==> config.mk <==
export PLATFORM = sky130hd
export DESIGN_NAME = wm_controller
export DESIGN_NICKNAME = d
export VERILOG_FILES = /design/src/rtl/wm_pkg.sv /design/src/rtl/wm_watchdog.sv /design/src/rtl/wm_controller.sv
export SDC_FILE = /design/constraint.sdc
export NUM_CORES = 1
export LEC_CHECK = 0
export CAP_MARGIN = 20
export CORE_ASPECT_RATIO = 2
export CORE_MARGIN = 4
export CORE_UTILIZATION = 40
export CTS_BUF_LIST = sky130_fd_sc_hd__clkbuf_16
export DETAILED_ROUTE_END_ITERATION = 10
export GPL_ROUTABILITY_DRIVEN = 0
export PLACE_DENSITY = 0.71
export SLEW_MARGIN = 20
export SYNTH_ARGS = -nofsm -noshare
export SYNTH_HDL_FRONTEND = slang
export SYNTH_SLANG_ARGS = --single-unit
==> constraint.sdc <==
create_clock -name clock -period 2.17 [get_ports clock]
set_clock_uncertainty 0.1 [all_clocks]
set_input_delay 0.3255 -clock clock [delete_from_list [all_inputs] [get_ports clock]]
set_output_delay 0.3255 -clock clock [all_outputs]
set_load 0.01 [all_outputs]
==> src/rtl/wm_pkg.sv <==
// rtl/wm_pkg.sv - shared state encodings and defaults for the washing-machine controller
// Contents:
//   STATE_W              width of the state bus shared with the timer stage
//   state_t              FSM state encodings (same values as the timer's STATE_*)
//   DEFAULT_RINSE_CYCLES default number of rinse passes
//   DEFAULT_TIMEOUT      default watchdog limit in cycles
//   is_timed()           true for states supervised by the watchdog (2..6)
package wm_pkg;

  localparam int STATE_W = 3;

  typedef enum logic [STATE_W-1:0] {
    STATE_IDLE        = 3'd0,
    STATE_CHECK_DOOR  = 3'd1,
    STATE_FILL_WATER  = 3'd2,
    STATE_HEAT_WATER  = 3'd3,
    STATE_WASH        = 3'd4,
    STATE_RINSE       = 3'd5,
    STATE_SPIN        = 3'd6,
    STATE_FAULT       = 3'd7
  } state_t;

  localparam int         DEFAULT_RINSE_CYCLES = 2;
  localparam logic [7:0] DEFAULT_TIMEOUT      = 8'd200;

  function automatic logic is_timed(input state_t s);
    return (s >= STATE_FILL_WATER) && (s <= STATE_SPIN);
  endfunction

endpackage

==> src/rtl/wm_watchdog.sv <==
// rtl/wm_watchdog.sv - saturating 8-bit no-progress watchdog
// Ports:
//   clock    in  system clock, rising edge
//   reset_n  in  asynchronous active-low reset
//   clear    in  restart the count (state change or rinse pass)
//   enable   in  count this cycle (timed states only)
//   expired  out count has reached TIMEOUT
module wm_watchdog
  import wm_pkg::*;
#(
  parameter logic [7:0] TIMEOUT = DEFAULT_TIMEOUT
) (
  input  logic clock,
  input  logic reset_n,
  input  logic clear,
  input  logic enable,
  output logic expired
);

  logic [7:0] count;

  always_ff @(posedge clock or negedge reset_n) begin
    if (!reset_n) begin
      count <= 8'd0;
    end else if (clear) begin
      count <= 8'd0;
    end else if (enable && (count != TIMEOUT)) begin
      count <= count + 8'd1;
    end
  end

  assign expired = (count == TIMEOUT);

endmodule

==> src/rtl/wm_controller.sv <==
// rtl/wm_controller.sv - main sequencing FSM of the washing-machine controller
// Ports:
//   clock, reset_n                         clock and asynchronous active-low reset
//   start, cancel, door_closed             user controls and door sensor
//   sig_Full, sig_Temperature, sig_Completed  phase-complete flags from the timer
//   state                                  current FSM state, fed to the timer
//   door_lock, water_valve, heater_on,
//   motor_on, drain_valve                  actuator enables (Moore decode)
//   done                                   one-cycle pulse when a program ends
//   fault                                  high while in FAULT
module wm_controller
  import wm_pkg::*;
#(
  parameter int         RINSE_CYCLES = DEFAULT_RINSE_CYCLES,
  parameter logic [7:0] TIMEOUT      = DEFAULT_TIMEOUT
) (
  input  logic                clock,
  input  logic                reset_n,
  input  logic                start,
  input  logic                cancel,
  input  logic                door_closed,
  input  logic                sig_Full,
  input  logic                sig_Temperature,
  input  logic                sig_Completed,
  output logic [STATE_W-1:0]  state,
  output logic                door_lock,
  output logic                water_valve,
  output logic                heater_on,
  output logic                motor_on,
  output logic                drain_valve,
  output logic                done,
  output logic                fault
);

  localparam logic [1:0] RINSE_LAST = 2'(RINSE_CYCLES - 1);

  state_t     state_q, state_d;
  logic [1:0] rinse_cnt, rinse_d;
  logic       rinse_pass;
  logic       wd_expired;
  logic       done_q;

  always_ff @(posedge clock or negedge reset_n) begin
    if (!reset_n) begin
      state_q   <= STATE_IDLE;
      rinse_cnt <= 2'd0;
      done_q    <= 1'b0;
    end else begin
      state_q   <= state_d;
      rinse_cnt <= rinse_d;
      // Registered so the pulse lines up with state returning to IDLE.
      done_q    <= (state_q == STATE_SPIN) && (state_d == STATE_IDLE);
    end
  end

  always_comb begin
    state_d    = state_q;
    rinse_d    = rinse_cnt;
    rinse_pass = 1'b0;
    case (state_q)
      STATE_IDLE: begin
        if (start && door_closed) state_d = STATE_CHECK_DOOR;
      end
      STATE_CHECK_DOOR: begin
        state_d = (door_closed && !cancel) ? STATE_FILL_WATER : STATE_IDLE;
      end
      STATE_FAULT: begin
        if (cancel) state_d = STATE_IDLE;
      end
      default: begin
        // Timed states: fault beats cancel beats the state's own progress flag.
        if (!door_closed || wd_expired) begin
          state_d = STATE_FAULT;
        end else if (cancel && (state_q != STATE_SPIN)) begin
          // Cancel always goes through SPIN so the drum is drained.
          state_d = STATE_SPIN;
        end else begin
          case (state_q)
            STATE_FILL_WATER: if (sig_Full)        state_d = STATE_HEAT_WATER;
            STATE_HEAT_WATER: if (sig_Temperature) state_d = STATE_WASH;
            STATE_WASH: begin
              if (sig_Completed) begin
                state_d = STATE_RINSE;
                rinse_d = 2'd0;
              end
            end
            STATE_RINSE: begin
              if (sig_Completed) begin
                if (rinse_cnt == RINSE_LAST) begin
                  state_d = STATE_SPIN;
                end else begin
                  rinse_d    = rinse_cnt + 2'd1;
                  rinse_pass = 1'b1;
                end
              end
            end
            STATE_SPIN: if (sig_Completed) state_d = STATE_IDLE;
            default: ;
          endcase
        end
      end
    endcase
  end

  wm_watchdog #(
    .TIMEOUT (TIMEOUT)
  ) u_watchdog (
    .clock   (clock),
    .reset_n (reset_n),
    .clear   ((state_d != state_q) || rinse_pass),
    .enable  (is_timed(state_q)),
    .expired (wd_expired)
  );

  always_comb begin
    door_lock   = 1'b0;
    water_valve = 1'b0;
    heater_on   = 1'b0;
    motor_on    = 1'b0;
    drain_valve = 1'b0;
    fault       = 1'b0;
    case (state_q)
      STATE_CHECK_DOOR: door_lock = 1'b1;
      STATE_FILL_WATER: begin door_lock = 1'b1; water_valve = 1'b1; end
      STATE_HEAT_WATER: begin door_lock = 1'b1; heater_on = 1'b1; end
      STATE_WASH:       begin door_lock = 1'b1; motor_on = 1'b1; end
      STATE_RINSE:      begin door_lock = 1'b1; water_valve = 1'b1; motor_on = 1'b1; end
      STATE_SPIN:       begin door_lock = 1'b1; motor_on = 1'b1; drain_valve = 1'b1; end
      STATE_FAULT:      fault = 1'b1;
      default: ;
    endcase
  end

  assign state = state_q;
  assign done  = done_q;

endmodule

==> results.md, run 1 <==
* CP cell instances: nand3b_1, and2_1, o41ai_4, buf_4, buf_6, nand2_1, nor4_2
* Net switching power at 0.9106 mW
* Worst path buffer plus inverter count at 2
* WL/cell at 16.85 um
* Placed Area at 1379 um^2
* Die W at 45.44 um
* Setup violators final at 0
* Max_cap viols at 0
* Post-synth top flop: dfrtp_1
* Top Ports at 18
* Root Buffer: clkbuf_16
* HPWL after DPL at 2357 um
* Clk_lat worst skew at 240 ps
* Area grow syn2layout at 40.40%
* Syn Std Cell Area at 1121 um^2
* FF+latch count, synth at 14
* Gr usage total at 17.26%
* Final core utilization at 59.73%
* Arrival @ worst endpoint at 2170 ps
* Slowest stage cell, crit path: dfrtp_2
* DR DRC count at 0
* Critical Path End Type: register
* CTS max path bufs at 2
* Vias per Instance at 6.096
* Synth cell types at 46
* Clock network power share at 16.4%
* WS Path Type: register to register
* Max Clock Freq at 469.8 MHz
* LEAKAGE at 0.6093 nW
* Post-route cell area at 1574 um^2
* Final #Nets at 173
* Vias in the first global route at 1111
* Cells after Synth at 132
* Clk sinks at 14
* Status: finished clean
* DR iter-0 viols at 24
* First-pass GRT wire length at 5043 um
* Design Power at 2.094 mW
* CORE AREA at 2635 um^2
* Sw Share at 43.48%
* Site Rows at 26
* Register share of total power at 19.8%
* Antenna violations before repair at 0
* IO Port Bufs at 17
* Req. time, crit path at 2210 ps
* Final Cycle Share at 98.09%
* Min Clock Period, post-route at 2129 ps
* Worst reg2reg startpoint: state[0]
* Top delay family on crit path: simple AND/OR/NAND/NOR gates
* Startpoint types: register
* Worst VDD drop at 0.0007913 V
* Worst Max-Slew Pin Slew at 663.6 ps
* Routed Antenna Nets at 0
* TritonRoute pass-1 iters at 5
* Area contributors post-synth: dfrtp_1 31%, nor4_1 6.1%, nand2_1 4.4%
* Layout cells sized above 1 at 26.88%
* Largest net degree at the start of global routing at 15
* Chip height at 82.87 um
* Hold Violations, Final at 0
* Num CTS Buffers at 3
* Routed Wire Length at 3168 um
* Asr flop ratio synth at 100.0%
* Sequential area share after synthesis at 31.25%
* Clock transition at path regs at 40 ps
* Setup WS post-layout at 41.34 ps
* Place WS at -68.02 ps
* Hold Path Class: input pin to asynchronous set/reset pin
* Total number of yosys warnings at 0
* Yosys top cell by area: dfrtp_1
* Die area at 3765 um^2
* Via count at 1146
* GR Overflow Total at 0
* Pwr/cell area at 1331 nW/um^2
* CP startpoint: state[0]
* Antenna cells at 0
* Htree depth at 1
* Largest stage delay, worst path at 450 ps
* Syn avg cell area at 8.493 um^2
* Relative slew slack at 55.62%
* Internal power at 1.184 mW
* RSZ-0062 raised after global routing: yes
* Initial Util at 42.55%
* Synth top area share at 31.25%
* Comb pwr share at 63.8%
* Max FO, Critical Path at 10
* Post-synth EDFFs at 0
* CTS tree: yes
* Max-slew violation count at 0
* Mapped Nets at 143
[metrics by stage]
stage	instances	setup TNS [ps]	hold WS [ps]
3_3_place_gp	181	-149.6	419.7
6_report	188	0	390.6
2_1_floorplan	132	0	-70.09
5_1_grt	188	-51.63	462.5
4_1_cts	184	0	418.8
3_5_place_dp	181	-414.6	420.7
[synth_stat cells (2+ instances only)]
master	instances
a21oi_1	4
a22o_1	2
and2_1	2
buf_2	3
clkbuf_1	4
dfrtp_1	14
ha_1	3
inv_1	8
nand2_1	13
nand2b_1	3
nand3_1	7
nand3b_1	3
nor2_1	6
nor3_1	5
nor3b_1	2
nor4_1	11
o21ai_0	5
o21ai_1	3
o31a_1	3
or2_2	2
or3_1	3
xnor2_1	2
[cell type report]
cell class	instances	area (um^2)
fill	225	1061
multi-input combinational	103	789.5
sequential	14	354.1
timing repair buffer	32	290.3
clock buffer	3	75.07
tap	28	35.03
inverter	8	30.03
[worst register-to-register path: stages (launching register included)]
cell and delay, ps:
dfrtp_2 450, nand3b_1 280, and2_1 290, o41ai_4 300, buf_4 190, buf_6 100
nand2_1 60, nor4_2 260
[flip-flops by register name, indices dropped and copies added, names as in the netlist]
register	flops
u_watchdog.count	8
rinse_cnt	2
done	1
state	3
[worst paths after layout]
| kind | endpoint | slack (ps) | cells after the start |
|---|---|---|---|
| worst max-delay path | u_watchdog.count[0] | 40 | 7 |
| worst min-delay path | rinse_cnt[1] | 390 | 1 |
| worst max register to register | u_watchdog.count[0] | 40 | 7 |
| worst min register to register | rinse_cnt[1] | 440 | 1 |
| max in group asynchronous | state[0] | 1110 | 1 |
| min in group clock | rinse_cnt[1] | 440 | 1 |
[power by group through the flow]
stage,clock network [mW],registers (mW),logic (mW)
2_1_floorplan,0,0.395,0.733
3_3_place_gp,0,0.410,1.15
3_5_place_dp,0,0.410,1.18
4_1_cts,0.350,0.406,1.21
5_1_grt,0.367,0.429,1.43
6_report,0.343,0.416,1.34
[cell families after synthesis]
| logic type | synth area share (%) |
|---|---|
| AO/OA/AOI/OAI | 23.66 |
| XOR/XNOR | 2.344 |
| adder cells (fa/ha/maj) | 3.349 |
| buffers and inverters | 5.356 |
| flip-flops | 31.25 |
| multiplexers | 1.004 |
| AND/OR/NAND/NOR | 33.04 |
[metal layers]
metal  up-vias  share of wire [%]  global-route usage, %  routed length, um
met5         -                  0                      0                  0
met3        11                3.3                  3.247                104
met2        33                 56                  28.92               1769
met1       546                 37                  18.23               1169
li1        556                  -                      -                  -
met4         0                3.9                  10.93                124
[repair_timing]
action / CTS / global route
endpoints found under the hold margin: 0 / 0
resized for setup: 5 / 16
endpoints found under the setup margin: 4 / 14
pin swaps: 0 / 6
hold buffers: 0 / 0
setup buffers: 0 / 5
[placed cells by master, fill, tap and decap left out, drive strengths merged, types with 2 or more instances in the layout]
| cell | n |
|---|---|
| clkdlybuf4s50 | 17 |
| buf | 15 |
| dfrtp | 14 |
| nand2 | 13 |
| nor4 | 11 |
| inv | 8 |
| o21ai | 8 |
| nand3 | 7 |
| nor2 | 6 |
| nor3 | 5 |
| a21oi | 4 |
| nand3b | 3 |
| nand2b | 3 |
| or3 | 3 |
| o31a | 3 |
| clkbuf | 3 |
| ha | 3 |
| or2 | 2 |
| and2 | 2 |
| a22o | 2 |
| xnor2 | 2 |
| nor3b | 2 |
| o41ai | 2 |
| nand4 | 2 |
Power figures use the tool's default switching activity.
==> inputs of run 2 (changes only) <==
--- a/config.mk
+++ b/config.mk
@@ -6,13 +6,13 @@
 export NUM_CORES = 1
 export LEC_CHECK = 0
 export CAP_MARGIN = 20
-export CORE_ASPECT_RATIO = 2
 export CORE_MARGIN = 4
-export CORE_UTILIZATION = 40
+export CORE_UTILIZATION = 52
 export CTS_BUF_LIST = sky130_fd_sc_hd__clkbuf_16
 export DETAILED_ROUTE_END_ITERATION = 10
 export GPL_ROUTABILITY_DRIVEN = 0
-export PLACE_DENSITY = 0.71
+export PLACE_DENSITY = 0.86
+export RECOVER_POWER = 100
 export SLEW_MARGIN = 20
 export SYNTH_ARGS = -nofsm -noshare
 export SYNTH_HDL_FRONTEND = slang
==> results.md, run 2 (same netlist as run 1, synthesis figures left out) <==
* Status: finished, violations left (was finished clean)
* Failing checks: setup timing
* Gr usage total at 25.37% (was 17.26%)
* HPWL after DPL at 2257 um (was 2357 um)
* TritonRoute pass-1 iters at 5 (unchanged)
* Startpoint types: register (unchanged)
* DR DRC count at 0 (unchanged)
* Arrival @ worst endpoint at 2220 ps (was 2170 ps)
* Hold Violations, Final at 0 (unchanged)
* Clock transition at path regs at 50 ps (was 40 ps)
* Worst r2r dst: u_watchdog.count[5] (was u_watchdog.count[0])
* R2R setup slack at -8 ps (was 40 ps)
* DR iter-0 viols at 69 (was 24)
* Hold bufs inserted after CTS at 0 (unchanged)
* Htree depth at 1 (unchanged)
* Max_cap viols at 0 (unchanged)
* Pwr/cell area at 1404 nW/um^2 (was 1331 nW/um^2)
* CTS tree: yes (unchanged)
* Worst reg2reg startpoint: u_watchdog.count[0] (was state[0])
* Chip height at 54.43 um (was 82.87 um)
* Min Clock Period, post-route at 2178 ps (was 2129 ps)
* Design Power at 2.368 mW (was 2.094 mW)
* Site Rows at 16 (was 26)
* Worst Max-Slew Pin Slew at 657.8 ps (was 663.6 ps)
* Max FO, Critical Path at 8 (was 10)
* Top Ports at 18 (unchanged)
* Setup violators final at 1 (was 0)
* First-pass GRT wire length at 5133 um (was 5043 um)
* Final Cycle Share at 100.4% (was 98.09%)
* Vias in the first global route at 1084 (was 1111)
* Largest register by flop count: u_watchdog.count (unchanged)
* Hold slack at 450.1 ps (was 390.6 ps)
* Setup WS post-layout at -7.685 ps (was 41.34 ps)
* Layout cells sized above 1 at 33.33% (was 26.88%)
* Routed Wire Length at 3931 um (was 3168 um)
* Most common cell after layout, fill and taps aside: buf_4 (was clkdlybuf4s50_1)
* Initial Util at 56.00% (was 42.55%)
* Die area at 2963 um^2 (was 3765 um^2)
* Hold Path Class: input pin to asynchronous set/reset pin (unchanged)
* Max Clock Freq at 459.2 MHz (was 469.8 MHz)
* LEAKAGE at 0.6598 nW (was 0.6093 nW)
* Clk sinks at 14 (unchanged)
* Antenna violations before repair at 0 (unchanged)
* Worst VDD drop at 0.001408 V (was 0.0007913 V)
* Root Buffer: clkbuf_16 (unchanged)
* Clk_lat worst skew at 250 ps (was 240 ps)
* Final core utilization at 84.25% (was 59.73%)
* Max reg flops at 8 (unchanged)
* CTS max path bufs at 2 (unchanged)
* Num CTS Buffers at 3 (unchanged)
* Combined area of the multi-input logic cells at 852.1 um^2 (was 789.5 um^2)
* Sequential cell area at 354.1 um^2 (unchanged)
* Vias per Instance at 6.776 (was 6.096)
* Number of fill cells at 106 (was 225)
* Largest net degree at the start of global routing at 18 (was 15)
* CORE AREA at 2002 um^2 (was 2635 um^2)
* Max-slew violation count at 0 (unchanged)
* Req. time, crit path at 2210 ps (about the same)
* WS Path Type: register to register (unchanged)
* Antenna cells at 0 (unchanged)
* Die W at 54.43 um (was 45.44 um)
* Via count at 1301 (was 1146)
* Place WS at -38.30 ps (was -68.02 ps)
* Critical Path End Type: register (unchanged)
* Final #Nets at 177 (was 173)
* Worst Reg-to-Reg Cells at 8 (was 7)
* Routed Antenna Nets at 0 (unchanged)
* WL/cell at 20.47 um (was 16.85 um)
* GR Overflow Total at 0 (unchanged)
* IO Port Bufs at 17 (unchanged)
* Relative slew slack at 56.00% (was 55.62%)
* Area grow syn2layout at 50.45% (was 40.40%)
* Leading cell types in the layout, fill and taps excluded: 16 x buf_4, 13 x clkdlybuf4s50_1, 12 x nand2_1 (was 17 x clkdlybuf4s50_1, 13 x nand2_1, 13 x buf_4)
## run 2: cell types whose count changed in the layout (fill, tap and decap cells not counted), sizes merged
cell	delta
buf	+4
clkdlybuf4s50	-4
clkinv	+1
dlygate4sd3	+2
dlymetal6s2s	+2
## run 2: stage by stage
stage                     std cells  instance area (um^2)  TNS [ps]
final                           192                  1687    -7.685
after global placement          181                  1385         0
after CTS                       185                  1493         0
after detailed placement        181                  1385    -143.4
after global routing            192                  1687    -837.4
after floorplan                 132                  1121         0
## run 2: per-layer routing
metal	up-vias	global-route usage, %	wire length, um
met4	0	14.52	162
met1	610	32.05	1441
met5	-	0	0
li1	567	-	-
met2	100	40.64	1959
met3	24	4.087	368
## run 2: worst max path at each step
| stage | to | cells past startpoint | startpoint | slack [ps] |
|---|---|---|---|---|
| global route | u_watchdog.count[4] | 8 | u_watchdog.count[0] | -130 |
| CTS | u_watchdog.count[5] | 8 | u_watchdog.count[0] | 5 |
| finish | u_watchdog.count[5] | 8 | u_watchdog.count[0] | -8 |
| global placement | u_watchdog.count[5] | 6 | cancel | 50 |
| floorplan | u_watchdog.count[0] | 7 | u_watchdog.count[0] | 180 |
| detailed placement | u_watchdog.count[5] | 8 | u_watchdog.count[0] | -40 |
## run 2: area by class of cell
| type | count | share of cell area (%) |
|---|---|---|
| multi-input cells | 103 | 50.52 |
| flip-flops and latches | 14 | 20.99 |
| repair buffers | 36 | 20.03 |
| clock buffers | 3 | 4.451 |
| well taps | 27 | 2.003 |
| inverters | 8 | 1.780 |
| clock inverters | 1 | 0.2226 |
## run 2: critical path: stages (launching register included)
cell and delay, ps:
dfrtp_1 370, inv_1 60, ha_1 150, nor3b_2 320
a21boi_0 280, o221ai_2 330, nor2_4 80, buf_12 150
nor4_2 230
## run 2: what timing repair did
item                                    CTS  global route
hold endpoints to repair                  0             0
endpoints found under the setup margin   11            14
cloned                                    0             0
gates resized for setup                   7            28
pin swaps                                 0            13
buffers inserted                          0             8
## run 2: where the power goes
| group | switching [mW] | internal [mW] | total (mW) |
|---|---|---|---|
| Clock | 0.115 | 0.244 | 0.359 |
| Combinational | 0.876 | 0.722 | 1.60 |
| Sequential | 0.0821 | 0.329 | 0.411 |
